[config.mk]
export PLATFORM = sky130hd
export DESIGN_NAME = multicycle_control_unit_flat
export DESIGN_NICKNAME = d
export VERILOG_FILES = /design/src/rtl/control_pkg.sv /design/src/rtl/multicycle_control_unit_if.sv /design/src/rtl/control_output_decoder.sv /design/src/rtl/multicycle_control_unit.sv /design/src/flat_wrapper.sv
export SDC_FILE = /design/constraint.sdc
export NUM_CORES = 1
export LEC_CHECK = 0
export ABC_AREA = 1
export BUFFER_PORTS_ARGS = -buffer_cell sky130_fd_sc_hd__buf_4
export CORE_MARGIN = 1
export CORE_UTILIZATION = 39
export DETAILED_ROUTE_END_ITERATION = 8
export PLACE_DENSITY = 0.71
export SYNTH_ARGS = -nofsm -noshare
export SYNTH_HDL_FRONTEND = slang
export SYNTH_SLANG_ARGS = --single-unit
[constraint.sdc]
create_clock -name clk -period 1.1 [get_ports clk]
set_clock_uncertainty 0.1 [all_clocks]
set_input_delay 0.22 -clock clk [delete_from_list [all_inputs] [get_ports clk]]
set_output_delay 0.22 -clock clk [all_outputs]
set_load 0.01 [all_outputs]
[src/rtl/control_pkg.sv]
// Shared definitions for the multicycle MIPS control path: opcodes, ALUOp codes,
// datapath select codes, FSM state encoding and the packed control word.
package control_pkg;

  localparam logic [5:0] OP_RTYPE = 6'b000000;
  localparam logic [5:0] OP_LW    = 6'b100011;
  localparam logic [5:0] OP_SW    = 6'b101011;
  localparam logic [5:0] OP_BEQ   = 6'b000100;
  localparam logic [5:0] OP_J     = 6'b000010;
  localparam logic [5:0] OP_ADDI  = 6'b001000;

  // ALUControl also decodes these, so the values must stay in sync with it
  localparam logic [2:0] ALUOP_ADD   = 3'b000;
  localparam logic [2:0] ALUOP_SUB   = 3'b001;
  localparam logic [2:0] ALUOP_FUNCT = 3'b010;

  localparam logic [1:0] SRCB_REG    = 2'b00;
  localparam logic [1:0] SRCB_FOUR   = 2'b01;
  localparam logic [1:0] SRCB_IMM    = 2'b10;
  localparam logic [1:0] SRCB_IMMSH2 = 2'b11;

  localparam logic [1:0] PCSRC_ALU    = 2'b00;
  localparam logic [1:0] PCSRC_ALUOUT = 2'b01;
  localparam logic [1:0] PCSRC_JUMP   = 2'b10;

  typedef enum logic [3:0] {
    IDLE, FETCH, DECODE, MEMADR, MEMRD, MEMWB, MEMWR,
    RTEXEC, RTWB, ADDIEXEC, ADDIWB, BRANCH, JUMP
  } state_t;

  typedef struct packed {
    logic       pc_write;
    logic       pc_write_cond;
    logic       i_or_d;
    logic       mem_read;
    logic       mem_write;
    logic       ir_write;
    logic       mem_to_reg;
    logic       reg_dst;
    logic       reg_write;
    logic       alu_src_a;
    logic [1:0] alu_src_b;
    logic [1:0] pc_source;
    logic [2:0] data_uc;
  } ctrl_t;

  function automatic logic is_supported(input logic [5:0] op);
    return (op == OP_RTYPE) || (op == OP_LW) || (op == OP_SW) ||
           (op == OP_BEQ) || (op == OP_J) || (op == OP_ADDI);
  endfunction

endpackage

[src/rtl/multicycle_control_unit_if.sv]
// Control-unit to datapath bundle: the latched opcode and memory ready come in,
// every enable/select and the ALUOp code go out.
interface multicycle_control_unit_if;
  logic [5:0] Opcode;
  logic       mem_ready;
  logic       PCWrite;
  logic       PCWriteCond;
  logic       IorD;
  logic       MemRead;
  logic       MemWrite;
  logic       IRWrite;
  logic       MemtoReg;
  logic       RegDst;
  logic       RegWrite;
  logic       ALUSrcA;
  logic [1:0] ALUSrcB;
  logic [1:0] PCSource;
  logic [2:0] dataUC;
  logic       illegal_op;

  modport master (
    input  Opcode, mem_ready,
    output PCWrite, PCWriteCond, IorD, MemRead, MemWrite, IRWrite, MemtoReg,
           RegDst, RegWrite, ALUSrcA, ALUSrcB, PCSource, dataUC, illegal_op
  );

  modport slave (
    output Opcode, mem_ready,
    input  PCWrite, PCWriteCond, IorD, MemRead, MemWrite, IRWrite, MemtoReg,
           RegDst, RegWrite, ALUSrcA, ALUSrcB, PCSource, dataUC, illegal_op
  );
endinterface

[src/rtl/control_output_decoder.sv]
// Combinational map from FSM state (plus qualified mem_ready in FETCH) to the
// datapath control word.
module control_output_decoder
  import control_pkg::*;
(
  input  state_t state,
  input  logic   mem_ok,
  output ctrl_t  ctrl
);

  always_comb begin
    ctrl = '0;
    unique case (state)
      FETCH: begin
        ctrl.mem_read  = 1'b1;
        ctrl.alu_src_b = SRCB_FOUR;
        ctrl.data_uc   = ALUOP_ADD;
        ctrl.pc_source = PCSRC_ALU;
        // IR and PC must only load on the cycle the fetch actually completes
        ctrl.ir_write  = mem_ok;
        ctrl.pc_write  = mem_ok;
      end
      DECODE: begin
        ctrl.alu_src_b = SRCB_IMMSH2;
        ctrl.data_uc   = ALUOP_ADD;
      end
      MEMADR, ADDIEXEC: begin
        ctrl.alu_src_a = 1'b1;
        ctrl.alu_src_b = SRCB_IMM;
        ctrl.data_uc   = ALUOP_ADD;
      end
      MEMRD: begin
        ctrl.mem_read = 1'b1;
        ctrl.i_or_d   = 1'b1;
      end
      MEMWB: begin
        ctrl.reg_write  = 1'b1;
        ctrl.mem_to_reg = 1'b1;
      end
      MEMWR: begin
        ctrl.mem_write = 1'b1;
        ctrl.i_or_d    = 1'b1;
      end
      RTEXEC: begin
        ctrl.alu_src_a = 1'b1;
        ctrl.alu_src_b = SRCB_REG;
        ctrl.data_uc   = ALUOP_FUNCT;
      end
      RTWB: begin
        ctrl.reg_write = 1'b1;
        ctrl.reg_dst   = 1'b1;
      end
      ADDIWB: ctrl.reg_write = 1'b1;
      BRANCH: begin
        ctrl.alu_src_a     = 1'b1;
        ctrl.alu_src_b     = SRCB_REG;
        ctrl.data_uc       = ALUOP_SUB;
        ctrl.pc_write_cond = 1'b1;
        ctrl.pc_source     = PCSRC_ALUOUT;
      end
      JUMP: begin
        ctrl.pc_write  = 1'b1;
        ctrl.pc_source = PCSRC_JUMP;
      end
      default: ctrl = '0;
    endcase
  end

endmodule

[src/rtl/multicycle_control_unit.sv]
// Main multicycle MIPS control FSM: state register, opcode-driven next-state
// logic and the sticky illegal-opcode flag; outputs come from the decoder.
module multicycle_control_unit
  import control_pkg::*;
#(
  parameter bit USE_MEM_READY = 1'b1
) (
  input logic                    clk,
  input logic                    rst_n,
  multicycle_control_unit_if.master bus
);

  state_t state, next_state;
  ctrl_t  ctrl;
  logic   mem_ok;
  logic   illegal_q;

  assign mem_ok = USE_MEM_READY ? bus.mem_ready : 1'b1;

  always_ff @(posedge clk or negedge rst_n) begin
    if (!rst_n) state <= IDLE;
    else        state <= next_state;
  end

  always_comb begin
    next_state = state;
    unique case (state)
      IDLE:   next_state = FETCH;
      FETCH:  if (mem_ok) next_state = DECODE;
      DECODE: begin
        unique case (bus.Opcode)
          OP_LW, OP_SW: next_state = MEMADR;
          OP_RTYPE:     next_state = RTEXEC;
          OP_ADDI:      next_state = ADDIEXEC;
          OP_BEQ:       next_state = BRANCH;
          OP_J:         next_state = JUMP;
          default:      next_state = FETCH;
        endcase
      end
      MEMADR:   next_state = (bus.Opcode == OP_LW) ? MEMRD : MEMWR;
      MEMRD:    if (mem_ok) next_state = MEMWB;
      MEMWR:    if (mem_ok) next_state = FETCH;
      RTEXEC:   next_state = RTWB;
      ADDIEXEC: next_state = ADDIWB;
      MEMWB, RTWB, ADDIWB, BRANCH, JUMP: next_state = FETCH;
      default:  next_state = IDLE;
    endcase
  end

  // Unsupported opcodes are skipped (PC already advanced) but remembered until reset
  always_ff @(posedge clk or negedge rst_n) begin
    if (!rst_n)
      illegal_q <= 1'b0;
    else if (state == DECODE && !is_supported(bus.Opcode))
      illegal_q <= 1'b1;
  end

  control_output_decoder u_decoder (
    .state  (state),
    .mem_ok (mem_ok),
    .ctrl   (ctrl)
  );

  assign bus.PCWrite     = ctrl.pc_write;
  assign bus.PCWriteCond = ctrl.pc_write_cond;
  assign bus.IorD        = ctrl.i_or_d;
  assign bus.MemRead     = ctrl.mem_read;
  assign bus.MemWrite    = ctrl.mem_write;
  assign bus.IRWrite     = ctrl.ir_write;
  assign bus.MemtoReg    = ctrl.mem_to_reg;
  assign bus.RegDst      = ctrl.reg_dst;
  assign bus.RegWrite    = ctrl.reg_write;
  assign bus.ALUSrcA     = ctrl.alu_src_a;
  assign bus.ALUSrcB     = ctrl.alu_src_b;
  assign bus.PCSource    = ctrl.pc_source;
  assign bus.dataUC      = ctrl.data_uc;
  assign bus.illegal_op  = illegal_q;

endmodule

[src/flat_wrapper.sv]
// flat-port wrapper written by rule: the top's interface ports become plain ports
module multicycle_control_unit_flat import control_pkg::*;
#(
  parameter bit USE_MEM_READY = 1'b1
)
  (clk, rst_n, bus_Opcode, bus_mem_ready, bus_PCWrite, bus_PCWriteCond, bus_IorD, bus_MemRead, bus_MemWrite, bus_IRWrite, bus_MemtoReg, bus_RegDst, bus_RegWrite, bus_ALUSrcA, bus_ALUSrcB, bus_PCSource, bus_dataUC, bus_illegal_op);
  multicycle_control_unit_if bus_i ();
  input logic clk;
  input logic rst_n;
  input wire logic [$bits(bus_i.Opcode)-1:0] bus_Opcode;
  input wire logic [$bits(bus_i.mem_ready)-1:0] bus_mem_ready;
  output wire logic [$bits(bus_i.PCWrite)-1:0] bus_PCWrite;
  output wire logic [$bits(bus_i.PCWriteCond)-1:0] bus_PCWriteCond;
  output wire logic [$bits(bus_i.IorD)-1:0] bus_IorD;
  output wire logic [$bits(bus_i.MemRead)-1:0] bus_MemRead;
  output wire logic [$bits(bus_i.MemWrite)-1:0] bus_MemWrite;
  output wire logic [$bits(bus_i.IRWrite)-1:0] bus_IRWrite;
  output wire logic [$bits(bus_i.MemtoReg)-1:0] bus_MemtoReg;
  output wire logic [$bits(bus_i.RegDst)-1:0] bus_RegDst;
  output wire logic [$bits(bus_i.RegWrite)-1:0] bus_RegWrite;
  output wire logic [$bits(bus_i.ALUSrcA)-1:0] bus_ALUSrcA;
  output wire logic [$bits(bus_i.ALUSrcB)-1:0] bus_ALUSrcB;
  output wire logic [$bits(bus_i.PCSource)-1:0] bus_PCSource;
  output wire logic [$bits(bus_i.dataUC)-1:0] bus_dataUC;
  output wire logic [$bits(bus_i.illegal_op)-1:0] bus_illegal_op;
  assign bus_i.Opcode = bus_Opcode;
  assign bus_i.mem_ready = bus_mem_ready;
  assign bus_PCWrite = bus_i.PCWrite;
  assign bus_PCWriteCond = bus_i.PCWriteCond;
  assign bus_IorD = bus_i.IorD;
  assign bus_MemRead = bus_i.MemRead;
  assign bus_MemWrite = bus_i.MemWrite;
  assign bus_IRWrite = bus_i.IRWrite;
  assign bus_MemtoReg = bus_i.MemtoReg;
  assign bus_RegDst = bus_i.RegDst;
  assign bus_RegWrite = bus_i.RegWrite;
  assign bus_ALUSrcA = bus_i.ALUSrcA;
  assign bus_ALUSrcB = bus_i.ALUSrcB;
  assign bus_PCSource = bus_i.PCSource;
  assign bus_dataUC = bus_i.dataUC;
  assign bus_illegal_op = bus_i.illegal_op;
  multicycle_control_unit #(.USE_MEM_READY(USE_MEM_READY)) u_core (.clk(clk), .rst_n(rst_n), .bus(bus_i));
endmodule
==> summary.log, run 1 <==
[outcome] result of the run finished with violations
[outcome] failing checks negative setup slack
[global_routing] wire length of the first global-routing pass 3020 um
[logic_synthesis] synthesized netlist cell count 95
[cells_and_area] number of diodes added for antenna fixing 0
[power] leakage power 0.000553 uW
[cts] worst skew pair latency 0.24 ns
[cts] sinks on the clock net 5
[critical_path] CP required 0.78 ns
[global_routing] residual overflow from global routing 0
[critical_path] slowest stage cell on the critical path dfrtp_1
[sta] maximum frequency from static timing analysis 640 MHz
[placement] Setup Slack @ Placement -0.195 ns
[placement] dpl cells 145
[route] number of violations reported at the end of detailed-routing iteration 0 31
[floorplanning] Std-Cell Core Area 1280 sq um
[critical_path] classification of the worst setup path reg2out
[route] total via count in the routed design 767
[placement] post-detailed-placement half-perimeter wirelength 1190 um
[cts] TritonCTS clock tree done
[power] peak supply drop 0.00147 V
[worst_hold_path] Hold Path Cell Cnt 4
[cells_and_area] Area growth syn-to-layout 91.8%
[logic_synthesis] #FFs+latches synth 5
[power] total power of the final layout 2410 uW
[sta] final max-slew violation count 0
[logic_synthesis] post-synthesis cell type count 20
[global_routing] total global routing track utilization 0.299
[cells_and_area] layout cell share with drive strength beyond 1 0.535
[route] average vias per placed instance 4.82
[critical_path] most numerous cell on the critical path inv_2
[sta] Final Hold Violating Endpoints 0
[logic_synthesis] Yosys top cell area share 0.233
[floorplanning] Die Y 39.1 um
[critical_path] type of origin of the critical path register
[sta] final critical-path required period 1.56 ns
[placement] GP Congestion 0.857
[cells_and_area] net count reported at finish 154
[logic_synthesis] largest cells by area after synthesis dfrtp_1 23%, nand2_1 18%, nor2_1 13%, inv_1 9.1%, nand2_2 4.7%
[logic_synthesis] Syn Std Cell Area 537 sq um
[route] detailed route wirelength on metal3 24 um
[route] routed wirelength normalized by instance count 12.0 um
[route] number of antenna-violating nets in the routed design 0
[route] Metal-1 WL 871 um
[logic_synthesis] top cell type by total area after synthesis dfrtp_1
[logic_synthesis] Synthesis Warnings 0
[cts] clk root buf clkbuf_4
[placement] number of buffers inserted by port buffering 25
[sta] setup violation total in the final timing report 21
[power] pwr/cell area 2340 nW/um^2
[run] max-cap violations 0
[critical_path] worst reg2reg path depth 9
[route] top routing layer used met3
[floorplanning] I/O pin count 27
[route] DRC violation count after routing 0
[floorplanning] effective utilization at floorplan 0.418
[critical_path] endpoint kind of the worst setup timing path primary output
[sta] PnR worst setup slack -0.462 ns
[cells_and_area] non-filler instance count after layout 159
[logic_synthesis] per-instance average area after synthesis 5.65 sq um
[global_routing] largest net degree at the start of global routing 9
[critical_path] Largest stage delay, worst path 0.38 ns
[floorplanning] total die area 1530 sq um
[cts] CTS H-tree depth 1
[floorplanning] num rows 13
[sta] period utilisation layout 1.42
[placement] post-detailed-placement cell area 860 sq um
[worst_hold_path] worst hold-check path type in2reg
[route] First-pass DRT Iterations 5
[critical_path] maximum fanout along the worst path 4
[global_routing] vias in the first global route 687
[logic_synthesis] net count after synthesis 104
[logic_synthesis] proportion of synthesized chip area in sequential cells 0.233
[floorplanning] Chip Width 39.1 um
[cts] number of buffers on the longest clock path 2
[route] wire length on met2 1020 um
[sta] Post-Route Setup TNS -7.78 ns
[critical_path] cells along the critical path inv_2 > nand2_4 > nor2_4 > inv_2 > o22ai_2 > buf_4
[cts] clock-pin slew on the worst setup and hold paths 0.04 ns
[cells_and_area] Final Cell Area 1030 sq um
[global_routing] antenna violations before repair 0
[sta] unrepaired setup endpoints after global routing true
[cts] total clock buffers created by CTS 3
[route] wire length reported by the detailed router 1910 um
[critical_path] Critical Path AT 1.24 ns
-- state kept, by name (all words and copies together), names as in the netlist --
signal,flops
u_core.bus.illegal_op,1
u_core.state,4
-- through the flow --
stage	util	hold slack [ns]
after global placement	0.669	-0.0779
after CTS	0.771	0.208
after detailed placement	0.669	-0.0773
after global routing	0.801	0.231
final	0.801	0.237
after floorplan	-	-0.176
-- cells in the final DEF, fill, tap and decap left out, types with 2 or more instances in the layout --
cell type and n:
nand2_2 4, inv_1 10, nor2_2 3, o21ai_2 2, nor2_1 13, nor2_4 5, dfrtp_1 4, o21ai_1 4
buf_6 6, nand2_4 5, nand2_1 21, buf_4 41, nand3_1 5, inv_2 5, clkbuf_4 3, a21oi_1 2
-- repair_timing --
item                       CTS  global route
buffers inserted             6             3
pin swaps                   10             8
hold buffers                 1             0
setup endpoints to repair   21            21
hold endpoints to repair     5             0
resized for setup           16             5
-- power breakdown --
| group | internal, uW | total, uW | switching (uW) |
|---|---|---|---|
| Clock | 137 | 205 | 68.3 |
| Sequential | 250 | 327 | 77.4 |
| Combinational | 893 | 1870 | 980 |
-- worst max-delay path, delay by kind of cell, from the launching register on --
kind            cells  cell delay, ns
compound gates      1            0.10
buf+inv             3            0.33
flops               1            0.38
simple gates        2            0.20
-- final timing paths --
kind	slack [ns]	endpoint	startpoint
worst max-delay path	-0.46	bus_PCWrite	u_core.state[1]
worst min-delay path	0.24	u_core.state[0]	bus_mem_ready
worst max register to register	-0.34	u_core.state[2]	u_core.state[2]
worst min register to register	0.39	u_core.bus.illegal_op	u_core.bus.illegal_op
max in group asynchronous	0.54	u_core.state[0]	rst_n
min in group asynchronous	0.25	u_core.state[1]	rst_n
-- kinds of logic after synthesis --
logic type	count (synthesis)	synth area share
compound gates	13	0.142
buf+inv	18	0.147
flops	5	0.233
simple gates	58	0.471
other cells	1	0.00699
-- cell type report --
type	instances	area, sq um
Fill cell	96	255
Inverter	15	56.3
Multi-Input combinational cell	72	417
Timing Repair Buffer	48	385
Tap cell	15	18.8
Clock buffer	4	26.3
Sequential cell	5	126
-- routing by layer --
layer | track usage | up-vias
li1 | - | 389
met1 | 0.372 | 365
met2 | 0.504 | 13
met3 | 0.0462 | 0
met4 | 0.121 | 0
met5 | 0 | -
-- Yosys cell counts --
master     n
o21bai_1   1
o21ai_1    2
o22ai_1    2
nand3_1    5
inv_1     13
conb_1     1
nand4_1    1
nand3b_1   1
nor2_4     1
o21ai_2    1
buf_4      3
nand2_2    4
inv_2      2
nor2_2     2
o211ai_1   1
dfrtp_1    5
nor2_1    18
nand2_1   26
o21ai_0    3
a21oi_1    3
(Power assumes the default switching activity.)
==> run 2: changes to the inputs <==
--- a/config.mk
+++ b/config.mk
@@ -11,6 +11,7 @@
 export CORE_UTILIZATION = 39
 export DETAILED_ROUTE_END_ITERATION = 8
 export PLACE_DENSITY = 0.71
+export REMOVE_ABC_BUFFERS = 1
 export SYNTH_ARGS = -nofsm -noshare
 export SYNTH_HDL_FRONTEND = slang
 export SYNTH_SLANG_ARGS = --single-unit
==> run 2 against run 1 <==
- the run still ends with negative setup slack left
- core utilization rose by 0.49 points
- die area is the same
- total power up 2.2%
- combinational power grew 2%
- critical path depth is 2 lower
- flip-flop and latch count unchanged
- cell count decreased by 1.9%
- largest cell class unchanged
- highest routed layer is now met4
==> summary.log, run 2 (synthesis results as in run 1) <==
[cells_and_area] layout cell share with drive strength beyond 1 0.546 [+0.0114]
[floorplanning] total die area 1530 sq um [unchanged]
[cts] number of buffers on the longest clock path 2 [unchanged]
[critical_path] classification of the worst setup path reg2out
[sta] maximum frequency from static timing analysis 638 MHz [-0.25%]
[cells_and_area] sequential cell area 126 sq um [unchanged]
[placement] number of buffers inserted by port buffering 25 [unchanged]
[cells_and_area] Area growth syn-to-layout 93.0%
[global_routing] residual overflow from global routing 0 [unchanged]
[critical_path] Critical path buffers and inverters 2 [-1]
[route] wire length reported by the detailed router 2040 um [+6.7%]
[floorplanning] Std-Cell Core Area 1280 sq um [unchanged]
[power] pwr/cell area 2370 nW/um^2 [+1.5%]
[cells_and_area] most used cells in the layout excluding fill and tap cells 37 x buf_4, 20 x nand2_1, 12 x nor2_1
[cells_and_area] number of diodes added for antenna fixing 0 [unchanged]
[power] sw frac 0.488 [+0.0199]
[placement] dpl cells 147 [+1.4%]
[cts] clock-pin slew on the worst setup and hold paths 0.04 ns [about the same]
[critical_path] CP required 0.78 ns [about the same]
[sta] final critical-path required period 1.57 ns [+0.00399 ns]
[critical_path] slowest stage cell on the critical path dfrtp_2
[placement] post-detailed-placement half-perimeter wirelength 1230 um [+3.6%]
[power] share of total power in sequential cells 0.136 [about the same]
[run] max-cap violations 0 [unchanged]
[cts] CTS H-tree depth 1 [unchanged]
[critical_path] Critical Path AT 1.25 ns [about the same]
[outcome] result of the run finished with violations
[critical_path] cells along the critical path inv_2 > nand2_4 > o22ai_2 > buf_4
[critical_path] worst reg2reg path depth 9 [unchanged]
[floorplanning] effective utilization at floorplan 0.418 [unchanged]
[power] Internal Pwr Total 1260 uW [-1.7%]
[cells_and_area] fill cell count 84 [-13%]
[critical_path] total number of cells along the worst setup path 4 [-2]
[floorplanning] Die Y 39.1 um [unchanged]
[route] number of violations reported at the end of detailed-routing iteration 0 26 [-16%]
[cells_and_area] commonest non-fill, non-tap cell in the layout buf_4
[outcome] failing checks negative setup slack
[route] average vias per placed instance 5.10 [+5.6%]
[cts] sinks on the clock net 5 [unchanged]
[floorplanning] I/O pin count 27 [unchanged]
[cells_and_area] non-filler instance count after layout 156 [-1.9%]
[global_routing] largest net degree at the start of global routing 9 [unchanged]
[global_routing] wire length of the first global-routing pass 2850 um [-5.5%]
[cells_and_area] net count reported at finish 151 [-1.9%]
[sta] unrepaired setup endpoints after global routing true
[global_routing] vias in the first global route 671 [-2.3%]
[sta] PnR worst setup slack -0.466 ns [-0.00399 ns]
[route] total via count in the routed design 795 [+3.7%]
[sta] Final Hold Violating Endpoints 0 [unchanged]
[cts] TritonCTS clock tree done
[critical_path] maximum fanout along the worst path 6 [+2]
[floorplanning] num rows 13 [unchanged]
[critical_path] cell class contributing the biggest share of worst-path delay flip-flops
[route] number of antenna-violating nets in the routed design 0 [unchanged]
[power] peak supply drop 0.00144 V [-1.9%]
[route] DRC violation count after routing 0 [unchanged]
[global_routing] antenna violations before repair 0 [unchanged]
[power] clock group share of total power 0.085 [about the same]
[floorplanning] Chip Width 39.1 um [unchanged]
[cts] clk root buf clkbuf_4
[critical_path] type of origin of the critical path register
[worst_hold_path] worst hold-check path type in2async
[placement] GP Congestion 0.889 [+3.7%]
[cells_and_area] register with the most flip-flops u_core.state
[cts] total clock buffers created by CTS 3 [unchanged]
[power] leakage power 0.000550 uW [-0.60%]
[critical_path] endpoint kind of the worst setup timing path primary output
[global_routing] total global routing track utilization 0.283 [-0.0152]
[critical_path] Largest stage delay, worst path 0.48 ns [+0.10 ns]
[cells_and_area] area occupied by multi-input gates 442 sq um [+6.0%]
[power] Psw 1200 uW [+6.5%]
[cts] worst skew pair latency 0.24 ns [about the same]
[route] routed wirelength normalized by instance count 13.1 um [+8.7%]
[cells_and_area] flip-flop count of the largest register, all copies and words added 4 [unchanged]
[route] First-pass DRT Iterations 4 [-1]
[sta] worst hold slack across all endpoints 0.227 ns [-0.0101 ns]
[power] Gate power share 0.779 [about the same]
[sta] final max-slew violation count 0 [unchanged]
[sta] period utilisation layout 1.42 [+0.00363]
[sta] setup violation total in the final timing report 21 [unchanged]
## run 2: cell types whose count changed in the layout (fill, tap and decap cells not counted), sizes merged
cell,change
buf,-3
## run 2: worst paths after layout
kind	startpoint	to	slack, ns
min in group clk	bus_mem_ready	u_core.state[0]	0.24
max in group asynchronous	rst_n	u_core.state[0]	0.56
worst min register to register	u_core.bus.illegal_op	u_core.bus.illegal_op	0.39
worst max-delay path	u_core.state[0]	bus_PCWrite	-0.47
worst max register to register	u_core.state[2]	u_core.state[2]	-0.37
worst min-delay path	rst_n	u_core.state[0]	0.23
## run 2: timing repair
action                                 CTS  global route
endpoints found under the hold margin    5             0
buffers inserted                         3             3
cloned                                   0             0
setup endpoints to repair               21            21
gates resized for setup                 28            13
pin swaps                               13            10
hold buffers                             1             0
## run 2: metrics by stage
stage	total power, uW	TNS [ns]	setup slack [ns]	utilization	instance area [sq um]
after global routing	2610	-8.90	-0.499	0.806	1040
final	2460	-7.90	-0.466	0.806	1040
after CTS	2180	-6.74	-0.426	0.751	965
after detailed placement	1640	-2.85	-0.206	0.648	833
after floorplan	1000	-1.64	-0.236	-	514
after global placement	1620	-2.63	-0.196	0.648	833
## run 2: area by class of cell
cell class | instances | area share
repair buffers | 45 | 0.354
clock buffers | 4 | 0.0254
well taps | 15 | 0.0181
inverters | 15 | 0.0543
flip-flops and latches | 5 | 0.122
multi-input cells | 72 | 0.426
## run 2: power groups by stage
stage	clock network [uW]	logic (uW)	registers, uW
2_1_floorplan	0	696	307
3_3_place_gp	0	1320	295
3_5_place_dp	0	1340	297
4_1_cts	219	1640	318
5_1_grt	224	2050	338
6_report	209	1910	334
## run 2: metal layers
layer	up-vias	global-route usage	wire length (um)
li1	384	-	-
met1	362	0.359	854
met2	41	0.467	1050
met3	8	0.0462	103
met4	0	0.121	34
met5	-	0	0
